**src/rtl/uart_display_pkg.sv**
```systemverilog
// Shared constants for the UART byte display: segment glyphs, blank pattern
// and history depth.
package uart_display_pkg;

    localparam logic [6:0] seg_blank     = 7'h7F;
    localparam int         history_depth = 3;

    // Active-low segments, bit6=g .. bit0=a, indexed by nibble value.
    localparam logic [6:0] seg_glyph [16] = '{
        7'b1000000, 7'b1111001, 7'b0100100, 7'b0110000,
        7'b0011001, 7'b0010010, 7'b0000010, 7'b1111000,
        7'b0000000, 7'b0010000, 7'b0001000, 7'b0000011,
        7'b1000110, 7'b0100001, 7'b0000110, 7'b0001110
    };

endpackage

```
**src/rtl/uart_byte_display_if.sv**
```systemverilog
// Byte strobe bus from the UART receiver into the display.
// byte_ready is a single-cycle strobe; byte_data is meaningful only while it
// is high, and there is no back-pressure (the consumer always accepts).
interface uart_byte_display_if;

    logic [7:0] byte_data;
    logic       byte_ready;

    modport master (output byte_data, output byte_ready);
    modport slave  (input  byte_data, input  byte_ready);

endinterface

```
**src/rtl/hex_to_seven_seg.sv**
```systemverilog
// Combinational nibble to active-low seven-segment decode; blank when the
// owning history slot is not valid.
module hex_to_seven_seg
    import uart_display_pkg::*;
(
    input  logic [3:0] nibble,
    input  logic       valid,
    output logic [6:0] seg
);

    assign seg = valid ? seg_glyph[nibble] : seg_blank;

endmodule

```
**src/rtl/uart_byte_display.sv**
```systemverilog
// Three-byte receive history shown as hex on six digits, plus a wrapping
// byte counter and a pulse-stretched activity LED.
module uart_byte_display
    import uart_display_pkg::*;
#(
    parameter int activity_cycles = 5000000
) (
    input  logic                  clock,
    input  logic                  reset_n,
    uart_byte_display_if.slave    bus,
    input  logic                  clear,
    input  logic                  hold,
    output logic [6:0]            hex0,
    output logic [6:0]            hex1,
    output logic [6:0]            hex2,
    output logic [6:0]            hex3,
    output logic [6:0]            hex4,
    output logic [6:0]            hex5,
    output logic [7:0]            byte_count,
    output logic                  led_activity
);

    localparam int                    stretch_w    = $clog2(activity_cycles + 1);
    localparam logic [stretch_w-1:0]  stretch_load = stretch_w'(activity_cycles);

    logic [7:0]               hist [history_depth];
    logic [history_depth-1:0] valid;
    logic [stretch_w-1:0]     stretch;
    logic [6:0]               seg_next [6];
    logic [6:0]               seg_q    [6];

    // Digit 2k is the low nibble and digit 2k+1 the high nibble of slot k.
    for (genvar i = 0; i < 6; i++) begin : g_digit
        hex_to_seven_seg u_dec (
            .nibble (hist[i/2][(i%2)*4 +: 4]),
            .valid  (valid[i/2]),
            .seg    (seg_next[i])
        );
    end

    // Clear wins over hold: a strobe coinciding with clear restarts the
    // history with just that byte, whatever hold says.
    always_ff @(posedge clock or posedge reset_n) begin
        if (reset_n) begin
            for (int i = 0; i < history_depth; i++) hist[i] <= '0;
            valid      <= '0;
            byte_count <= '0;
        end else if (clear && bus.byte_ready) begin
            hist[0]    <= bus.byte_data;
            valid      <= history_depth'(1);
            byte_count <= 8'd1;
        end else if (clear) begin
            valid      <= '0;
            byte_count <= '0;
        end else if (bus.byte_ready) begin
            byte_count <= byte_count + 8'd1;
            if (!hold) begin
                for (int i = history_depth - 1; i > 0; i--) hist[i] <= hist[i-1];
                hist[0] <= bus.byte_data;
                valid   <= {valid[history_depth-2:0], 1'b1};
            end
        end
    end

    always_ff @(posedge clock or posedge reset_n) begin
        if (reset_n) begin
            stretch      <= '0;
            led_activity <= 1'b0;
        end else begin
            if (bus.byte_ready)      stretch <= stretch_load;
            else if (stretch != '0)  stretch <= stretch - 1'b1;
            led_activity <= (stretch != '0);
        end
    end

    always_ff @(posedge clock or posedge reset_n) begin
        if (reset_n) begin
            for (int i = 0; i < 6; i++) seg_q[i] <= seg_blank;
        end else begin
            for (int i = 0; i < 6; i++) seg_q[i] <= seg_next[i];
        end
    end

    assign hex0 = seg_q[0];
    assign hex1 = seg_q[1];
    assign hex2 = seg_q[2];
    assign hex3 = seg_q[3];
    assign hex4 = seg_q[4];
    assign hex5 = seg_q[5];

endmodule

```
**src/flat_wrapper.sv**
```systemverilog
// flat-port wrapper written by rule: the top's interface ports become plain ports
module uart_byte_display_flat import uart_display_pkg::*;
#(
    parameter int activity_cycles = 5000000
)
  (clock, reset_n, clear, hold, hex0, hex1, hex2, hex3, hex4, hex5, byte_count, led_activity, bus_byte_data, bus_byte_ready);
  uart_byte_display_if bus_i ();
  input  logic clock;
  input  logic reset_n;
  input  logic clear;
  input  logic hold;
  output logic [6:0] hex0;
  output logic [6:0] hex1;
  output logic [6:0] hex2;
  output logic [6:0] hex3;
  output logic [6:0] hex4;
  output logic [6:0] hex5;
  output logic [7:0] byte_count;
  output logic led_activity;
  input wire logic [$bits(bus_i.byte_data)-1:0] bus_byte_data;
  input wire logic [$bits(bus_i.byte_ready)-1:0] bus_byte_ready;
  assign bus_i.byte_data = bus_byte_data;
  assign bus_i.byte_ready = bus_byte_ready;
  uart_byte_display #(.activity_cycles(activity_cycles)) u_core (.clock(clock), .reset_n(reset_n), .bus(bus_i), .clear(clear), .hold(hold), .hex0(hex0), .hex1(hex1), .hex2(hex2), .hex3(hex3), .hex4(hex4), .hex5(hex5), .byte_count(byte_count), .led_activity(led_activity));
endmodule
```
**config.mk**
```make
export PLATFORM = sky130hd
export DESIGN_NAME = uart_byte_display_flat
export DESIGN_NICKNAME = d
export VERILOG_FILES = /design/src/rtl/uart_display_pkg.sv /design/src/rtl/uart_byte_display_if.sv /design/src/rtl/hex_to_seven_seg.sv /design/src/rtl/uart_byte_display.sv /design/src/flat_wrapper.sv
export SDC_FILE = /design/constraint.sdc
export NUM_CORES = 1
export LEC_CHECK = 0
export BUFFER_PORTS_ARGS = -buffer_cell sky130_fd_sc_hd__buf_2
export CORE_MARGIN = 3
export CORE_UTILIZATION = 59
export DETAILED_ROUTE_END_ITERATION = 8
export GPL_TIMING_DRIVEN = 0
export HOLD_SLACK_MARGIN = 0.12
export PLACE_DENSITY = 0.86
export SYNTH_ARGS = -nofsm -noshare
export SYNTH_HDL_FRONTEND = slang
export SYNTH_HIERARCHICAL = 1
export SYNTH_SLANG_ARGS = --single-unit
```
**constraint.sdc**
```tcl
create_clock -name clock -period 3.9 [get_ports clock]
set_input_delay 0.195 -clock clock [delete_from_list [all_inputs] [get_ports clock]]
set_output_delay 0.195 -clock clock [all_outputs]
set_load 0.02 [all_outputs]
```
After elaboration in Yosys (flattened, before gate mapping):

Memories as Yosys holds them, arrays and structs flattened.
Cells that the tools add are included.

* order comparisons: 6
* equality and inequality tests: 3
* bitwise logic cells: 9
* muxes and demuxes: 31
* add/sub/neg operators: 2
* reductions and logical operators: 8

Operators by type and width (number)
* $mux 7: 18
* $mux 24: 3
* $mux 23: 2
* $mux 8: 4
* $ge 5x5->1 const B: 6
* $not 4->5: 6
* $reduce_bool 23->1: 1
* $sub 23x1->23 const B: 1
* $mux 3: 4
* $add 8x1->8 const B: 1
* $ne 2x1->1 const B: 2
* $reduce_and 4->1: 1
* $reduce_bool 2->1: 2
* $ne 3x2->1 const B: 1
* $not 1->1: 3
* $reduce_and 3->1: 1
* $reduce_bool 3->1: 1
* $reduce_and 2->1: 1
* $logic_and 1x1->1: 1

* word-level logic and storage cells: 78
* bits in registers: 101
* output and inout port bits: 51
* memory bits (read-only): 672
* memories kept: 6
* input bits: 13

Memories
* (no name shown): depth 16, bits a word 7, read ports 1, clocked after Yosys merged registers in 0, wr ports 0, line hex_to_seven_seg.sv:11 `assign seg = valid ? seg_glyph[nibble] : seg_blank;`
* (no name shown): depth 16, bits a word 7, read ports 1, clocked after Yosys merged registers in 0, wr ports 0, line hex_to_seven_seg.sv:11
* (no name shown): depth 16, bits a word 7, read ports 1, clocked after Yosys merged registers in 0, wr ports 0, line hex_to_seven_seg.sv:11
* (no name shown): depth 16, bits a word 7, read ports 1, clocked after Yosys merged registers in 0, wr ports 0, line hex_to_seven_seg.sv:11
* (no name shown): depth 16, bits a word 7, read ports 1, clocked after Yosys merged registers in 0, wr ports 0, line hex_to_seven_seg.sv:11
* (no name shown): depth 16, bits a word 7, read ports 1, clocked after Yosys merged registers in 0, wr ports 0, line hex_to_seven_seg.sv:11

Logic depth before layout (Yosys ltp):

Gate-level depths: netlist (run 1).

* depth after elaboration: 5
* gate-level depth with buffers: 7
* mapped depth without buffers: 6

Modules after synthesis:

The synthesis (run 1) kept the hierarchy.

By module, submodules not included
* uart_byte_display: cells each 285, instances 1, seq. area each 2580.0 µm², area an instance 3887.5 µm²
* hex_to_seven_seg (u_core.g_digit[2].u_dec ...): cells each 37, instances 4, seq. area each 0.0 µm², area an instance 304.0 µm²
* hex_to_seven_seg (u_core.g_digit[0].u_dec): cells each 39, instances 1, seq. area each 0.0 µm², area an instance 324.1 µm²
* hex_to_seven_seg (u_core.g_digit[1].u_dec): cells each 37, instances 1, seq. area each 0.0 µm², area an instance 311.5 µm²

Worst setup path before layout (run 1):

Ideal clock, no wire load.

* path kind: reg2reg
* start point: register u_core.stretch[0]
* end point: register u_core.stretch[4]
* library setup time: 128 ps
* period minus slack after synthesis: 2177 ps
* path buffers: 1
* slack: 1723 ps
* arrival: 2049 ps
* required time: 3772 ps
* cell stages (with the launch flop): 8
* path through: dfrtp_1 -> inv_1 -> ha_1 -> or3b_2 -> nor4_4 -> buf_4 -> a21oi_1 -> mux2_1

* cells in the longest elaborated chain, start to end: 3
* elaborated cells on any way between the ends: 5
* those cells by class: 1 x add/sub; 2 x mux; 2 x reduce/logical

Ends and longest elaborated chain
* start: declaration: line uart_byte_display.sv:28 `logic [stretch_w-1:0] stretch;`
* start signal: assignment: line uart_byte_display.sv:70 `if (bus.byte_ready) stretch <= stretch_load;`
* start signal: assignment: line uart_byte_display.sv:71 `else if (stretch != '0) stretch <= stretch - 1'b1;`
* $sub 23x1->23: line uart_byte_display.sv:71
* $mux 23: line uart_byte_display.sv:71
* $mux 23: line uart_byte_display.sv:70

Several ways; a longest one is shown, not always the timed one. The select of a mux whose other input is x is not followed.
A chain may end at the register's enable or synchronous reset.

Final worst setup path (run 1):

Ends and elaborated chain as after synthesis.

==> impl_metrics.csv, run 1 <==
group,metric,value,unit
timing,clock_skew,0.0167,ns
timing,worst_pin_slew,0.868,ns
placed_design,portBuffers,63,
route,wire_per_inst,16.2,um
die,top_level_ports,64,
timing,fin_crit_sh,67.1,%
critical_path,reg2reg_slack,1.28,ns
synthesis,synth_most_common_cell,"dfrtp_1",
timing,maxSlewViolCount,0,
synthesis,async_flop_share,100,%
die,core-area,0.00933,mm2
clock_network,cts-htree-levels,3,
synthesis,synth_top_area_share,25.7,%
clock_network,cts.sinks,101,
route,firstDrtPassIters,5,
cells_and_area,stdcell_count,727,
cells_and_area,final_nets,650,
synthesis,synth-seq-cells,101,
die,row_count,35,
cells_and_area,fin_util,70.1,%
synthesis,syn_nets,566,
die,die-area,0.0109,mm2
critical_path,cp.arrival,2.88,ns
critical_path,cp-start-kind,"flop",
timing,period_needed,2.62,ns
placed_design,dp_slack,1.35,ns
die,die_w,105,um
route,routed_wl,11800,um
placed_design,dp_hpwl,8280,um
die,dieHeight,105,um
critical_path,cp.required,4.17,ns
power,p_leak,2.79,nW
synthesis,yosys.area.top_type,"dfrtp_1",
cells_and_area,drive_above_1_share,31.3,%
synthesis,syn_area_per_cell,11.3,um2
synthesis,synth.area.top_cells,"dfrtp_1 26%, dfstp_2 19%, ha_1 9.6%",
clock_network,cts_root_buffer,"clkbuf_8",
route,drtIter0Drc,278,
cells_and_area,seqCellArea,0.00258,mm2
worst_hold_path,hold_class,"in -> reg",
route,ant_nets,0,
cells_and_area,multiInputGateArea,0.00291,mm2
route,vias,4282,
timing,fmax,0.382,GHz
grt,grt-ovfl-total,0,
route,post_drt_via_cell_ratio,5.89,
grt,grt_pass1_vias,4203,
die,start_util,61.5,%
clock_network,post_cts_resized,0,
clock_network,clk_pin_slew,0.11,ns
grt,grt_max_degree,57,
timing,finalSetupViolCount,0,
clock_network,ctsLongestPathBuffers,2,
synthesis,yosysSeqAreaShare,45.0,%
grt,grt_antenna_before_repair,0,
power,fin_total_pwr,3.01,mW
synthesis,synth_cells,509,
synthesis,synth_cell_type_count,61,
synthesis,ys.flop_type,"dfrtp_1",
cells_and_area,antenna_cells,0,
power,ir_worst_vdd,0.305,mV
synthesis,yosysWarnings,6,
outcome,status,"finished clean",
synthesis,synth.cell_area,0.00574,mm2
synthesis,synth_common_cells,"59 x dfrtp_1, 44 x ha_1, 42 x dfstp_2, 33 x mux2i_1",
critical_path,crit_fanout,10,
placed_design,place_congestion,0.843,
cells_and_area,fillCellCount,649,
timing,slew_headroom,41.8,%
timing,holdWs,0.145,ns
critical_path,end_kind,"flop",
grt,grt_usage,22.4,%
timing,tns,0,ns
route,drcViolationCount,0,
cells_and_area,fin_area,0.00654,mm2
grt,grt_pass1_wl,20200,um
clock_network,clkLatencyLatePin,0.37,ns
timing,rsz0062_at_grt,"no",
clock_network,cts_tree,"done",
placed_design,place_area,0.00625,mm2
timing,hold_viol,0,
placed_design,dp_cells,702,
cells_and_area,synthToLayoutAreaGrowth,13.9,%
clock_network,cts_made_buffers,9,
timing,fin_ws,1.28,ns
power,powerDensity,461,mW/mm2
flow_run,timing.max_cap.violations,0,
critical_path,crit_type,"reg -> reg",
synthesis,synth-edff-count,0,
critical path, stage by stage (launching register included):
cell and delay (ns):
dfrtp_1 0.43, inv_1 0.13, ha_1 0.31, or3b_2 0.51, nor4_4 0.44, buf_4 0.27, a21oi_1 0.09, mux2_1 0.33
path summary, 6_finish.rpt:
check / from / end / depth (start not counted)
worst max register to register: u_core/stretch[0] / u_core/stretch[4] / 7
worst min-delay path: clear / u_core/byte_count[0] / 3
worst min register to register: u_core/hist[6] / u_core/hist[6] / 1
worst max-delay path: u_core/stretch[0] / u_core/stretch[4] / 7
min in group asynchronous: reset_n / u_core/hist[20] / 3
max in group asynchronous: reset_n / u_core/hex5[1] / 4
sequential cells by signal, indices dropped and copies added, names as in the netlist:
name	count
u_core/hist	24
u_core/stretch	23
u_core/hex2	7
u_core/led_activity	1
u_core/valid	3
u_core/byte_count	8
u_core/hex3	7
u_core/hex4	7
u_core/hex0	7
u_core/hex5	7
u_core/hex1	7
where the power goes:
part	total, mW	switching [mW]	internal, mW
sequential	1.38	0.174	1.21
clock	0.682	0.365	0.317
combinational	0.949	0.531	0.418
kinds of logic (layout without fill, tap and decap cells):
family                     count (synthesis)  in the layout  share of synthesized area (%)
buffers and inverters                     50            139                           4.27
AOI/OAI and AO/OA                         89             89                           12.2
xor gates and xnor gates                   6              6                          0.916
DFF                                      101            101                           45.0
and+or+nand+nor                          153            153                           15.9
adders and majority gates                 44             44                           9.59
muxes                                     66             66                           12.2
cells in the final DEF (no fill, tap or decap), types with 5 or more instances in the layout:
cell and instances:
nand3b_1 5, o21ai_0 7, o21ai_1 11, mux2_2 30
o311ai_0 5, nand3_1 11, o31a_1 13, dlygate4sd3_1 9
or3_1 8, nor2b_1 15, clkbuf_8 10, dfstp_2 42
nand2_1 18, buf_6 6, a21oi_1 13, and2_1 12
nor2_1 29, clkbuf_1 7, ha_1 44, dfrtp_1 59
mux2i_1 33, o221ai_2 5, nor3_1 6, inv_1 29
nor4_1 7, o311ai_1 5, buf_2 66, or2_2 6
nand2b_1 14, nand4_1 5, a32oi_1 10
layer usage:
metal	up-vias	track usage (%)	part of all wire (%)
met3	24	3.95	4.9
li1	2012	-	-
met4	0	7.12	1.8
met1	2108	29.3	43
met2	138	37.9	50
met5	-	0	0
repair_timing:
action                                 in CTS  in global routing
hold buffers                                9                  0
endpoints found under the hold margin      32                  0
buffers inserted                            0                  0
cell type report:
class / count / share of cell area (%)
plain buffers: 20 / 2.03
repair buffers: 73 / 6.62
well taps: 129 / 2.47
clock buffers: 11 / 2.16
flip-flops and latches: 101 / 39.5
clock inverters: 5 / 0.919
multi-input cells: 358 / 44.6
inverters: 30 / 1.76
Note: power is estimated with default switching activity, not from simulation.
==> run 2, diff against run 1 <==
Settings changed: ABC_AREA set to 1.
Clock period 3.9 ns to 2.7 ns, I/O delays scaled along.
==> impl_metrics.csv, run 2 <==
group,metric,value,unit
outcome,status,"finished clean",
timing,fin_ws,0.913,ns
die,top_level_ports,64,
grt,grt_pass1_wl,21700,um
timing,worst_pin_slew,0.504,ns
die,core-area,0.00937,mm2
cells_and_area,final_cell_mix,"156 x nand2_1, 136 x nand3_1, 80 x inv_1, 67 x buf_2, 59 x dfrtp_1",
placed_design,portBuffers,63,
timing,tns,0,ns
synthesis,yosys.area.top_type,"dfrtp_1",
clock_network,clkLatencyLatePin,0.36,ns
clock_network,ctsLongestPathBuffers,2,
cells_and_area,final_nets,838,
critical_path,cp_common_cell,"inv_1",
cells_and_area,largest_reg_flops,24,
clock_network,post_cts_resized,0,
critical_path,crit_fanout,7,
timing,hold_viol,0,
timing,finalSetupViolCount,0,
synthesis,synth.area.top_cells,"dfrtp_1 26%, dfstp_2 19%, nand3_1 12%",
route,firstDrtPassIters,5,
timing,maxSlewViolCount,0,
route,post_drt_via_cell_ratio,5.43,
critical_path,end_kind,"flop",
cells_and_area,top_register,"u_core/hist",
clock_network,cts_tree,"done",
die,die-area,0.0110,mm2
power,powerDensity,607,mW/mm2
worst_hold_path,hold_class,"in -> reg",
grt,grt_antenna_before_repair,0,
cells_and_area,drive_above_1_share,23.9,%
grt,grt_usage,23.6,%
route,ant_nets,0,
synthesis,syn_area_per_cell,8.30,um2
timing,period_needed,1.79,ns
clock_network,cts_made_buffers,9,
die,die_w,105,um
clock_network,cts.sinks,101,
timing,fmax,0.560,GHz
placed_design,dp_slack,0.967,ns
timing,holdWs,0.159,ns
clock_network,cts_setup_buffers,0,
cells_and_area,layout_commonest_cell,"nand2_1",
critical_path,cpPeakStageDelay,0.38,ns
critical_path,critPathBufInv,2,
route,drtIter0Drc,222,
synthesis,synth_common_cells,"156 x nand2_1, 136 x nand3_1, 81 x inv_1, 59 x dfrtp_1, 51 x nor2_1",
synthesis,synth.cell_area,0.00577,mm2
grt,grt_pass1_vias,4838,
die,start_util,61.6,%
die,row_count,35,
power,ir_worst_vdd,0.423,mV
critical_path,crit_type,"reg -> reg",
timing,fin_crit_sh,66.2,%
synthesis,ys.flop_type,"dfrtp_1",
critical_path,reg2reg_slack,0.91,ns
critical_path,cp_slowest_cell,"dfrtp_1",
synthesis,async_flop_share,100,%
critical_path,cp_top_family,"simple AND/OR/NAND/NOR gates",
synthesis,synth_top_area_share,25.6,%
cells_and_area,fillCellCount,737,
synthesis,synth_most_common_cell,"nand2_1",
synthesis,synth-edff-count,0,
clock_network,hold_buffers,10,
synthesis,yosysWarnings,6,
clock_network,clk_pin_slew,0.10,ns
grt,grt-ovfl-total,0,
critical_path,cp.arrival,2.04,ns
route,wire_per_inst,13.5,um
route,drcViolationCount,0,
synthesis,synth_cell_type_count,33,
clock_network,cts-htree-levels,3,
power,fin_total_pwr,4.01,mW
synthesis,syn_nets,752,
die,dieHeight,105,um
placed_design,dp_hpwl,9020,um
critical_path,crit_chain,"inv_1, ha_1, nand2_2, nor2_8, nand3_1, nand4_1, inv_1",
synthesis,synth_cells,695,
cells_and_area,synthToLayoutAreaGrowth,14.3,%
timing,clock_skew,0.0113,ns
cells_and_area,top_regs,"u_core/hist: 24 flops, u_core/stretch: 23 flops, u_core/byte_count: 8 flops",
timing,rsz0062_at_grt,"no",
cells_and_area,antenna_cells,0,
clock_network,cts_root_buffer,"clkbuf_8",
synthesis,synth-seq-cells,101,
route,routed_wl,12300,um
grt,grt_max_degree,48,
cells_and_area,fin_util,70.4,%
critical_path,cp-start-kind,"flop",
power,p_leak,3.24,nW
flow_run,timing.max_cap.violations,0,
synthesis,yosysSeqAreaShare,44.7,%
timing,slew_headroom,66.4,%
route,vias,4970,
placed_design,place_congestion,0.942,
critical_path,cp.required,2.95,ns
## run 2: cell types whose count changed in the layout (fill, tap and decap cells not counted), moves of 13 or more
cell	before	now
nor2b_1	15	0
nand2b_1	14	0
inv_1	29	80
nand2_1	18	156
mux2_2	30	8
mux2i_1	33	0
o31a_1	13	0
nor2_1	29	51
nand3_1	11	136
## run 2: path summary, 6_finish.rpt
kind                       cells after the start              start                   end
max in group asynchronous                      4            reset_n        u_core/hex1[1]
hold / removal                                 4     bus_byte_ready  u_core/byte_count[2]
setup / recovery                               7  u_core/stretch[0]     u_core/stretch[5]
min in group asynchronous                      3            reset_n        u_core/hex5[6]
setup reg to reg                               7  u_core/stretch[0]     u_core/stretch[5]
hold reg to reg                                2     u_core/hist[7]        u_core/hist[7]
## run 2: area by class of cell
class	count	area [um2]	area share, %
clock inverter	3	23.8	0.360
sequential	101	2580	39.1
tap	129	161	2.45
inverter	89	343	5.20
buffer	18	144	2.18
clock buffer	13	180	2.73
timing repair buffer	75	455	6.90
multi-input combinational	487	2710	41.1
## run 2: report_power, final
part / internal (mW) / switching (mW) / total (mW)
registers: 1.70 / 0.150 / 1.85
logic: 0.427 / 0.761 / 1.19
clock network: 0.449 / 0.516 / 0.965
## run 2: kinds of logic (layout without fill, tap and decap cells)
family	Yosys count	count (layout)	synth area share, %
DFF	101	101	44.7
AOI/OAI and AO/OA	49	49	4.88
adders and majority gates	44	44	9.54
buffers and inverters	107	198	8.37
and+or+nand+nor	383	383	30.5
xor gates and xnor gates	3	3	0.455
muxes	8	8	1.56
## run 2: stage by stage
step	instances	cell area [um2]
after detailed placement	889	6290
after floorplan	695	5780
final	915	6600
after CTS	915	6600
after global placement	887	6250
after global routing	915	6600
## run 2: tightest hold or removal path, delay by kind of cell
kind,cells,cell delay (ns)
buffers and inverters,1,0.14
AND/OR/NAND/NOR,3,0.22
## run 2: per-layer routing
layer / routed length (um) / up-vias / GRT usage (%)
li1: - / 2413 / -
met1: 5030 / 2354 / 29.2
met2: 6320 / 180 / 41.2
met3: 725 / 23 / 3.83
met4: 261 / 0 / 9.28
met5: 0 / - / 0
